<file path="src/rtl/ysyx_23060278_idu_pipe.sv">
// ysyx_23060278_idu_pipe: pipelined RV32I/RV64I decode stage with a 2-entry skid buffer
module ysyx_23060278_idu_pipe #(
    parameter int XLEN = 32,
    parameter logic [XLEN-1:0] RST_PC = XLEN'(32'h8000_0000)
) (
    input  logic            clk,
    input  logic            rst_n,
    input  logic            flush,
    input  logic            in_valid,
    output logic            in_ready,
    input  logic [31:0]     in_inst,
    input  logic [XLEN-1:0] in_pc,
    output logic            out_valid,
    input  logic            out_ready,
    output logic [XLEN-1:0] out_pc,
    output logic [XLEN-1:0] out_imm,
    output logic [4:0]      out_rs1,
    output logic [4:0]      out_rs2,
    output logic [4:0]      out_rd,
    output logic [2:0]      out_funct3,
    output logic [3:0]      out_alu_op,
    output logic [1:0]      out_src_a,
    output logic            out_src_b,
    output logic [1:0]      out_wb_sel,
    output logic            out_regwrite,
    output logic            out_mem_rd,
    output logic            out_mem_wr,
    output logic            out_branch,
    output logic            out_jal,
    output logic            out_jalr,
    output logic            out_ebreak,
    output logic            out_illegal
);
    localparam logic [6:0] OP_LUI = 7'b0110111, OP_AUIPC = 7'b0010111, OP_JAL = 7'b1101111;
    localparam logic [6:0] OP_JALR = 7'b1100111, OP_BRANCH = 7'b1100011, OP_LOAD = 7'b0000011;
    localparam logic [6:0] OP_STORE = 7'b0100011, OP_IMM = 7'b0010011, OP_OP = 7'b0110011;
    localparam logic [6:0] OP_SYSTEM = 7'b1110011;
    localparam logic [3:0] ALU_ADD = 4'd0, ALU_SUB = 4'd1, ALU_SLL = 4'd2, ALU_SLT = 4'd3;
    localparam logic [3:0] ALU_SLTU = 4'd4, ALU_XOR = 4'd5, ALU_SRL = 4'd6, ALU_SRA = 4'd7;
    localparam logic [3:0] ALU_OR = 4'd8, ALU_AND = 4'd9, ALU_PASSB = 4'd10;
    localparam logic [1:0] SRC_A_PC = 2'd1, SRC_A_ZERO = 2'd2;
    localparam logic [1:0] WB_PC4 = 2'd1, WB_MEM = 2'd2;

    typedef struct packed {
        logic [XLEN-1:0] pc;
        logic [XLEN-1:0] imm;
        logic [4:0]      rs1;
        logic [4:0]      rs2;
        logic [4:0]      rd;
        logic [2:0]      funct3;
        logic [3:0]      alu_op;
        logic [1:0]      src_a;
        logic            src_b;
        logic [1:0]      wb_sel;
        logic            regwrite;
        logic            mem_rd;
        logic            mem_wr;
        logic            branch;
        logic            jal;
        logic            jalr;
        logic            ebreak;
        logic            illegal;
    } bundle_t;

    logic [6:0]  opcode;
    logic [2:0]  f3;
    logic [31:0] imm_i, imm_s, imm_b, imm_u, imm_j;
    logic [3:0]  alu_f3;
    bundle_t     dec, o_q, s_q, o_n, s_n;
    logic        o_valid, s_valid, ready_q, o_valid_n, s_valid_n;
    logic        accept, leave, o_free;

    assign opcode = in_inst[6:0];
    assign f3     = in_inst[14:12];
    assign imm_i  = {{20{in_inst[31]}}, in_inst[31:20]};
    assign imm_s  = {{20{in_inst[31]}}, in_inst[31:25], in_inst[11:7]};
    assign imm_b  = {{19{in_inst[31]}}, in_inst[31], in_inst[7], in_inst[30:25], in_inst[11:8], 1'b0};
    assign imm_u  = {in_inst[31:12], 12'b0};
    assign imm_j  = {{11{in_inst[31]}}, in_inst[31], in_inst[19:12], in_inst[20], in_inst[30:21], 1'b0};

    // ALU operation implied by funct3; inst[30] picks the arithmetic right shift
    always_comb begin
        case (f3)
            3'd0:    alu_f3 = ALU_ADD;
            3'd1:    alu_f3 = ALU_SLL;
            3'd2:    alu_f3 = ALU_SLT;
            3'd3:    alu_f3 = ALU_SLTU;
            3'd4:    alu_f3 = ALU_XOR;
            3'd5:    alu_f3 = in_inst[30] ? ALU_SRA : ALU_SRL;
            3'd6:    alu_f3 = ALU_OR;
            default: alu_f3 = ALU_AND;
        endcase
    end

    // Combinational decode of the offered instruction into a control bundle
    always_comb begin
        dec        = '0;
        dec.pc     = in_pc;
        dec.rs1    = in_inst[19:15];
        dec.rs2    = in_inst[24:20];
        dec.rd     = in_inst[11:7];
        dec.funct3 = f3;
        case (opcode)
            OP_LUI: begin
                dec.imm = XLEN'($signed(imm_u)); dec.src_a = SRC_A_ZERO; dec.src_b = 1'b1;
                dec.alu_op = ALU_PASSB; dec.regwrite = 1'b1;
            end
            OP_AUIPC: begin
                dec.imm = XLEN'($signed(imm_u)); dec.src_a = SRC_A_PC; dec.src_b = 1'b1;
                dec.regwrite = 1'b1;
            end
            OP_JAL: begin
                dec.imm = XLEN'($signed(imm_j)); dec.src_a = SRC_A_PC; dec.src_b = 1'b1;
                dec.wb_sel = WB_PC4; dec.jal = 1'b1; dec.regwrite = 1'b1;
            end
            OP_JALR: begin
                dec.imm = XLEN'($signed(imm_i)); dec.src_b = 1'b1; dec.wb_sel = WB_PC4;
                dec.jalr = 1'b1; dec.regwrite = 1'b1;
            end
            OP_BRANCH: begin
                dec.imm = XLEN'($signed(imm_b)); dec.alu_op = ALU_SUB; dec.branch = 1'b1;
            end
            OP_LOAD: begin
                dec.imm = XLEN'($signed(imm_i)); dec.src_b = 1'b1; dec.wb_sel = WB_MEM;
                dec.mem_rd = 1'b1; dec.regwrite = 1'b1;
            end
            OP_STORE: begin
                dec.imm = XLEN'($signed(imm_s)); dec.src_b = 1'b1; dec.mem_wr = 1'b1;
            end
            OP_IMM: begin
                dec.imm = XLEN'($signed(imm_i)); dec.src_b = 1'b1; dec.alu_op = alu_f3;
                dec.regwrite = 1'b1;
            end
            OP_OP: begin
                dec.alu_op = (f3 == 3'd0 && in_inst[30]) ? ALU_SUB : alu_f3;
                dec.regwrite = 1'b1;
            end
            OP_SYSTEM: begin
                dec.ebreak  = in_inst == 32'h0010_0073;
                dec.illegal = in_inst != 32'h0010_0073;
            end
            default: dec.illegal = 1'b1;
        endcase
        dec.regwrite = dec.regwrite & (in_inst[11:7] != 5'd0);
    end

    assign accept = in_valid & ready_q;
    assign leave  = o_valid & out_ready;
    assign o_free = !o_valid | leave;

    // Skid buffer steering: O refills from S first, then from the input; S holds overflow
    always_comb begin
        o_valid_n = o_free ? (s_valid | accept) : 1'b1;
        s_valid_n = o_free ? (s_valid & accept) : (s_valid | accept);
        o_n       = o_free ? (s_valid ? s_q : (accept ? dec : o_q)) : o_q;
        s_n       = (accept & (s_valid | !o_free)) ? dec : s_q;
    end

    // Slot registers; flush beats both accept and the output transfer
    always_ff @(posedge clk) begin
        if (!rst_n) begin
            o_valid <= 1'b0;
            s_valid <= 1'b0;
            ready_q <= 1'b0;
            o_q     <= '{pc: RST_PC, default: '0};
            s_q     <= '0;
        end else if (flush) begin
            o_valid <= 1'b0;
            s_valid <= 1'b0;
            ready_q <= 1'b1;
        end else begin
            o_valid <= o_valid_n;
            s_valid <= s_valid_n;
            ready_q <= !s_valid_n;
            o_q     <= o_n;
            s_q     <= s_n;
        end
    end

    assign in_ready     = ready_q;
    assign out_valid    = o_valid;
    assign out_pc       = o_q.pc;
    assign out_imm      = o_q.imm;
    assign out_rs1      = o_q.rs1;
    assign out_rs2      = o_q.rs2;
    assign out_rd       = o_q.rd;
    assign out_funct3   = o_q.funct3;
    assign out_alu_op   = o_q.alu_op;
    assign out_src_a    = o_q.src_a;
    assign out_src_b    = o_q.src_b;
    assign out_wb_sel   = o_q.wb_sel;
    assign out_regwrite = o_q.regwrite;
    assign out_mem_rd   = o_q.mem_rd;
    assign out_mem_wr   = o_q.mem_wr;
    assign out_branch   = o_q.branch;
    assign out_jal      = o_q.jal;
    assign out_jalr     = o_q.jalr;
    assign out_ebreak   = o_q.ebreak;
    assign out_illegal  = o_q.illegal;
endmodule

</file>
<file path="config.mk">
export PLATFORM = sky130hd
export DESIGN_NAME = ysyx_23060278_idu_pipe
export DESIGN_NICKNAME = d
export VERILOG_FILES = /design/src/rtl/ysyx_23060278_idu_pipe.sv
export SDC_FILE = /design/constraint.sdc
export NUM_CORES = 1
export LEC_CHECK = 0
export ABC_CLOCK_PERIOD_IN_PS = 1530
export BUFFER_PORTS_ARGS = -buffer_cell sky130_fd_sc_hd__buf_2
export CAP_MARGIN = 5
export CORE_UTILIZATION = 38
export DETAILED_ROUTE_END_ITERATION = 16
export SLEW_MARGIN = 20
export SYNTH_ARGS = -nofsm -noshare
export SYNTH_HDL_FRONTEND = slang
export SYNTH_SLANG_ARGS = --single-unit
</file>
<file path="constraint.sdc">
create_clock -name clk -period 1.53 [get_ports clk]
set_clock_uncertainty 0.05 [all_clocks]
set_input_delay 0.0765 -clock clk [delete_from_list [all_inputs] [get_ports clk]]
set_output_delay 0.0765 -clock clk [all_outputs]
set_load 0.005 [all_outputs]
</file>
; Word-level counts from Yosys, hierarchy flattened
; Index checks and enable logic that the tools add are counted.
[classes]
n_eq_ne = 18
n_mux = 21
bitwise = 10
reduce_logical = 17
[op_table]
columns = op, count
row1 = 2-to-1 mux 99 bit, 2
row2 = case mux 32 bit (5 select lines), 1
row3 = "equality test 32 x 21 -> 1 bit, second input constant", 1
row4 = "inequality test 32 x 21 -> 1 bit, second input constant", 1
row5 = "equality test 7 bit, second input constant", 4
row6 = case mux 4 bit (7 select lines), 1
row7 = "equality test 7 x 6 -> 1 bit, second input constant", 3
row8 = case mux 4 bit (4 select lines), 1
row9 = "equality test 7 x 5 -> 1 bit, second input constant", 2
row10 = OR reduction 7 bit, 2
row11 = 2-to-1 mux 1 bit, 12
row12 = "equality test 3 bit, second input constant", 3
row13 = OR reduction 9 bit, 1
row14 = case mux 2 bit (2 select lines), 2
row15 = OR reduction 2 bit, 4
row16 = "equality test 7 x 2 -> 1 bit, second input constant", 1
row17 = "equality test 3 x 2 -> 1 bit, second input constant", 2
row18 = AND 1 bit, 5
row19 = nonzero test 5 bit, 1
row20 = 2-to-1 mux 4 bit, 1
row21 = "equality test 3 x 1 -> 1 bit, second input constant", 1
row22 = zero test 1 bit, 3
row23 = zero test 3 bit, 1
row24 = bitwise OR 1 bit, 3
row25 = other kinds (7), 8
[word_totals]
reg_bits = 201
in_bits = 69
output_inout_bits = 101
wordCells = 105

; Logic depth before layout (Yosys ltp)
[depth]
ltp_word = 6
ltp_mapped = 8
mapped_depth_nobuf = 5

; Worst setup path after synthesis
; Ideal clock, no wire load.
[synth_path]
path_type = reg2reg
from = reg o_valid (netlist: out_valid)
to = reg o_q (netlist bit out_imm[31])
setup_ns = 0.116
arrival_time_ns = 1.479
required_time_ns = 1.364
path_slack_ns = -0.116
stages_incl_launch_ff = 9
n_path_buf = 3
synth_period_minus_slack_ns = 1.646
path_cell_list = dfxtp_1 nor2b_1 buf_2 or3_1 buf_2 buf_2 a21oi_1 o21ai_0 o211a_1
[synth_between]
elab_chain_cells = 3
elab_cells_between_ends = 4
classes_between = 2 x bitwise / 2 x reduce/logical
[synth_lines]
columns = element, line_no
row1 = start: declaration, 70  ; logic o_valid, s_valid, ready_q, o_valid_n, s_valid_n;
row2 = start signal: assignment, 172  ; o_valid <= o_valid_n;
row3 = AND 1 bit or zero test 1 bit (tied branches), "148, 149"
row4 = bitwise OR 1 bit *, 149  ; assign o_free = !o_valid | leave;
row5 = AND reduction 3 bit (no source line) *, n/a
row6 = end signal: assignment, 175  ; o_q <= o_n;
row7 = end: declaration, 69  ; bundle_t dec, o_q, s_q, o_n, s_n;
; Mark *: on every way between the ends. The rest lies on a longest branch, timed or not.
; A chain may end at the register's enable or synchronous reset.

; Final worst setup path
[layout_path]
from = reg o_valid (netlist: out_valid)
to = reg o_q (netlist bit out_ebreak)
; The elaborated chain is that of the path after synthesis.

==> impl_metrics.py <==
metrics = {
    "run_status": {
        "status": "finished with violations",
        "violations": "setup timing",
    },
    "global_routing": {
        "grt_max_degree": 53,
        "grt_use_total": 0.228,
        "antenna_found_initial": 0,
        "overflow": 0,
        "grt_pass1_vias": 7420,
        "grt_pass1_wl_mm": 39.8,
    },
    "final_layout": {
        "area_growth_pct": 48.5,
        "multi_input_area_um2": 4440,
        "insertedDiodeCount": 0,
        "final_design_area_no_fill_um2": 12400,
        "drive_gt1_frac": 0.358,
        "layout_commonest_cell": "dfxtp_1",
        "regArea_um2": 3990,
        "fill_cells": 1908,
        "nNetsFinal": 1330,
        "layout_common_cells": "196 x dfxtp_1, 169 x buf_2, 124 x nand2_1, 109 x a21oi_1, 89 x buf_4",
        "post_layout_nonfiller_instances": 1548,
        "final_util": 0.582,
    },
    "timing": {
        "holdWs_ns": 0.0316,
        "setup_viol": 140,
        "worst_pin_slew_ns": 0.389,
        "hold_viol": 0,
        "timing.setup.tns_ns": -9.34,
        "grt_setup_unrepaired": "yes",
        "finalMaxSlewViolations": 0,
        "setup_slack_ns": -0.187,
        "post-route-period-util": 1.12,
        "period_minus_slack_ns": 1.72,
        "fmax_ghz": 0.582,
        "relSlewSlack": 0.734,
    },
    "drt": {
        "vias": 8479,
        "vias_per_cell": 5.48,
        "first_iter_violations": 528,
        "route.detailed.drc": 0,
        "ant_nets": 0,
        "wl_per_cell_um": 18.7,
        "wirelength_mm": 29.0,
        "first_pass_iters": 5,
    },
    "cts": {
        "htree_levels": 4,
        "cts_sinks": 199,
        "clockBufferDepth": 2,
        "cts.reportedPaths.clkPinSlew_ns": 0.07,
        "cts_tree": "yes",
        "cts_buffers": 17,
        "clkLatencyLatePin_ns": 0.43,
        "root_buffer": "clkbuf_16",
    },
    "power_and_ir_drop": {
        "power_mw": 11.4,
        "p_leak_nw": 4.83,
        "powerDensity_nw_per_um2": 920,
        "ir_drop_uv": 722,
    },
    "critical_path": {
        "critPathArrivalTime_ns": 1.98,
        "cpLargestDelayFamily": "buffers and inverters",
        "slowest_stage": "a2111oi_2",
        "worst_setup_path_start_kind": "flip-flop",
        "crit_type": "flip-flop to flip-flop",
        "cp-end-kind": "flip-flop",
        "crit_chain": "nor2b_4 > buf_6 > nor3_4 > buf_4 > clkbuf_16 > nor2_1 > a2111oi_2",
        "worst-path-buf-inv": 3,
        "cp_slowest_stage_delay_ns": 0.40,
        "cp.required_ns": 1.79,
        "critPathMaxFanout": 5,
    },
    "floorplan": {
        "die_area_um2": 22600,
        "start_util": 0.392,
        "design.core.area_um2": 21300,
        "rows": 53,
        "die_w_um": 150,
        "fp.dieH_um": 150,
        "io_pins": 170,
    },
    "logic_synthesis": {
        "synth_cell_types": 63,
        "ys_ff_latch": 199,
        "syn-instance-count": 976,
        "synth_nets": 1045,
        "yosysTopAreaCell": "dfxtp_1",
        "synth_top_area_frac": 0.477,
        "ys_warn_count": 0,
        "avgSynthCellArea_um2": 8.55,
        "syn-cell-area_um2": 8350,
        "ys_seq_area_frac": 0.477,
        "async_reset_ff_frac": 0,
        "synthFlopType": "dfxtp_1",
        "netlist_top_cells_area": "dfxtp_1 48%, a21oi_1 8.3%, nand2_1 6.5%, mux2i_1 6.1%, a211oi_1 5.2%",
        "synth_edf_count": 0,
    },
    "place": {
        "place_ws_ns": -0.259,
        "portBuffers": 169,
        "dp_hpwl_mm": 17.2,
        "dpl.cell_count": 1432,
        "placed_area_um2": 10200,
        "gp_congestion": 0.871,
    },
    "worst_hold_path": {
        "hp-class": "input port to flip-flop",
    },
    "flow_run": {
        "cap_viol_max_count": 0,
    },
}
Yosys cell counts (all sizes together), types with 3 or more instances:
library cell / count
a2111oi: 3
a211oi: 58
a21o: 10
a21oi: 141
a221oi: 6
a22oi: 5
buf: 55
clkbuf: 34
dfxtp: 199
inv: 4
mux2i: 51
nand2: 144
nand3: 32
nand3b: 5
nand4b: 4
nor2: 81
nor2b: 5
nor3: 16
nor4: 3
o211ai: 3
o21ai: 58
o221ai: 15
or2: 3
or3: 8
kinds of logic after synthesis:
family          synth area share
simple gates               0.174
mux                       0.0612
buf+inv                   0.0517
flops                      0.477
compound gates             0.234
fa+ha+maj                0.00120
xor+xnor                 0.00105
final cells by class:
class,instances,share of cell area
Multi-Input combinational cell,684,0.359
Clock buffer,22,0.0383
Timing Repair Buffer,355,0.241
Sequential cell,199,0.322
Tap cell,275,0.0278
Inverter,4,0.00141
Clock inverter,9,0.0111
worst min-delay path, delay by kind of cell:
kind | cells | cell delay (ns)
buffers and inverters | 2 | 0.28
AO/OA/AOI/OAI | 1 | 0.04
AND/OR/NAND/NOR | 1 | 0.07
routing by layer:
layer  vias to the layer above  GRT usage  share of wire
met5                         -          0              0
met4                         0     0.0747          0.025
met3                        54     0.0436          0.059
met2                       276      0.366           0.47
met1                      4084      0.307           0.45
li1                       4065          -              -
registers in the layout, summed over array words and instances, names as in the netlist:
register and flops:
out_ebreak 1, out_src_a 2, out_valid 1, out_wb_sel 2
out_pc 32, out_src_b 1, out_jal 1, out_funct3 3
out_regwrite 1, out_rs2 5, out_rd 5, in_ready 1
out_illegal 1, s_q 98, s_valid 1, out_branch 1
out_jalr 1, out_imm 32, out_mem_wr 1, out_rs1 5
out_alu_op 4
power by group:
part | internal [mW] | leakage, nW | switching [mW] | total [mW]
Clock | 2.72 | 0.299 | 2.03 | 4.75
Sequential | 5.31 | 1.62 | 0.0720 | 5.38
Combinational | 0.608 | 2.92 | 0.665 | 1.27
Total | 8.64 | 4.83 | 2.77 | 11.4
worst paths after layout:
check	slack, ns	cells after the start	start	end
setup / recovery	-0.19	7	out_valid	out_ebreak
hold / removal	0.03	4	in_inst[12]	s_q[17]
setup reg to reg	-0.19	7	out_valid	out_ebreak
hold reg to reg	0.40	2	s_q[75]	s_q[75]
timing repair:
item	in CTS	in global routing
cloned	2	19
pin swaps	15	35
setup endpoints to repair	151	184
hold endpoints to repair	87	0
gates resized for setup	22	134
buffers inserted	7	12
hold buffers	48	0
No activity file was read; power rests on OpenSTA's default activity.
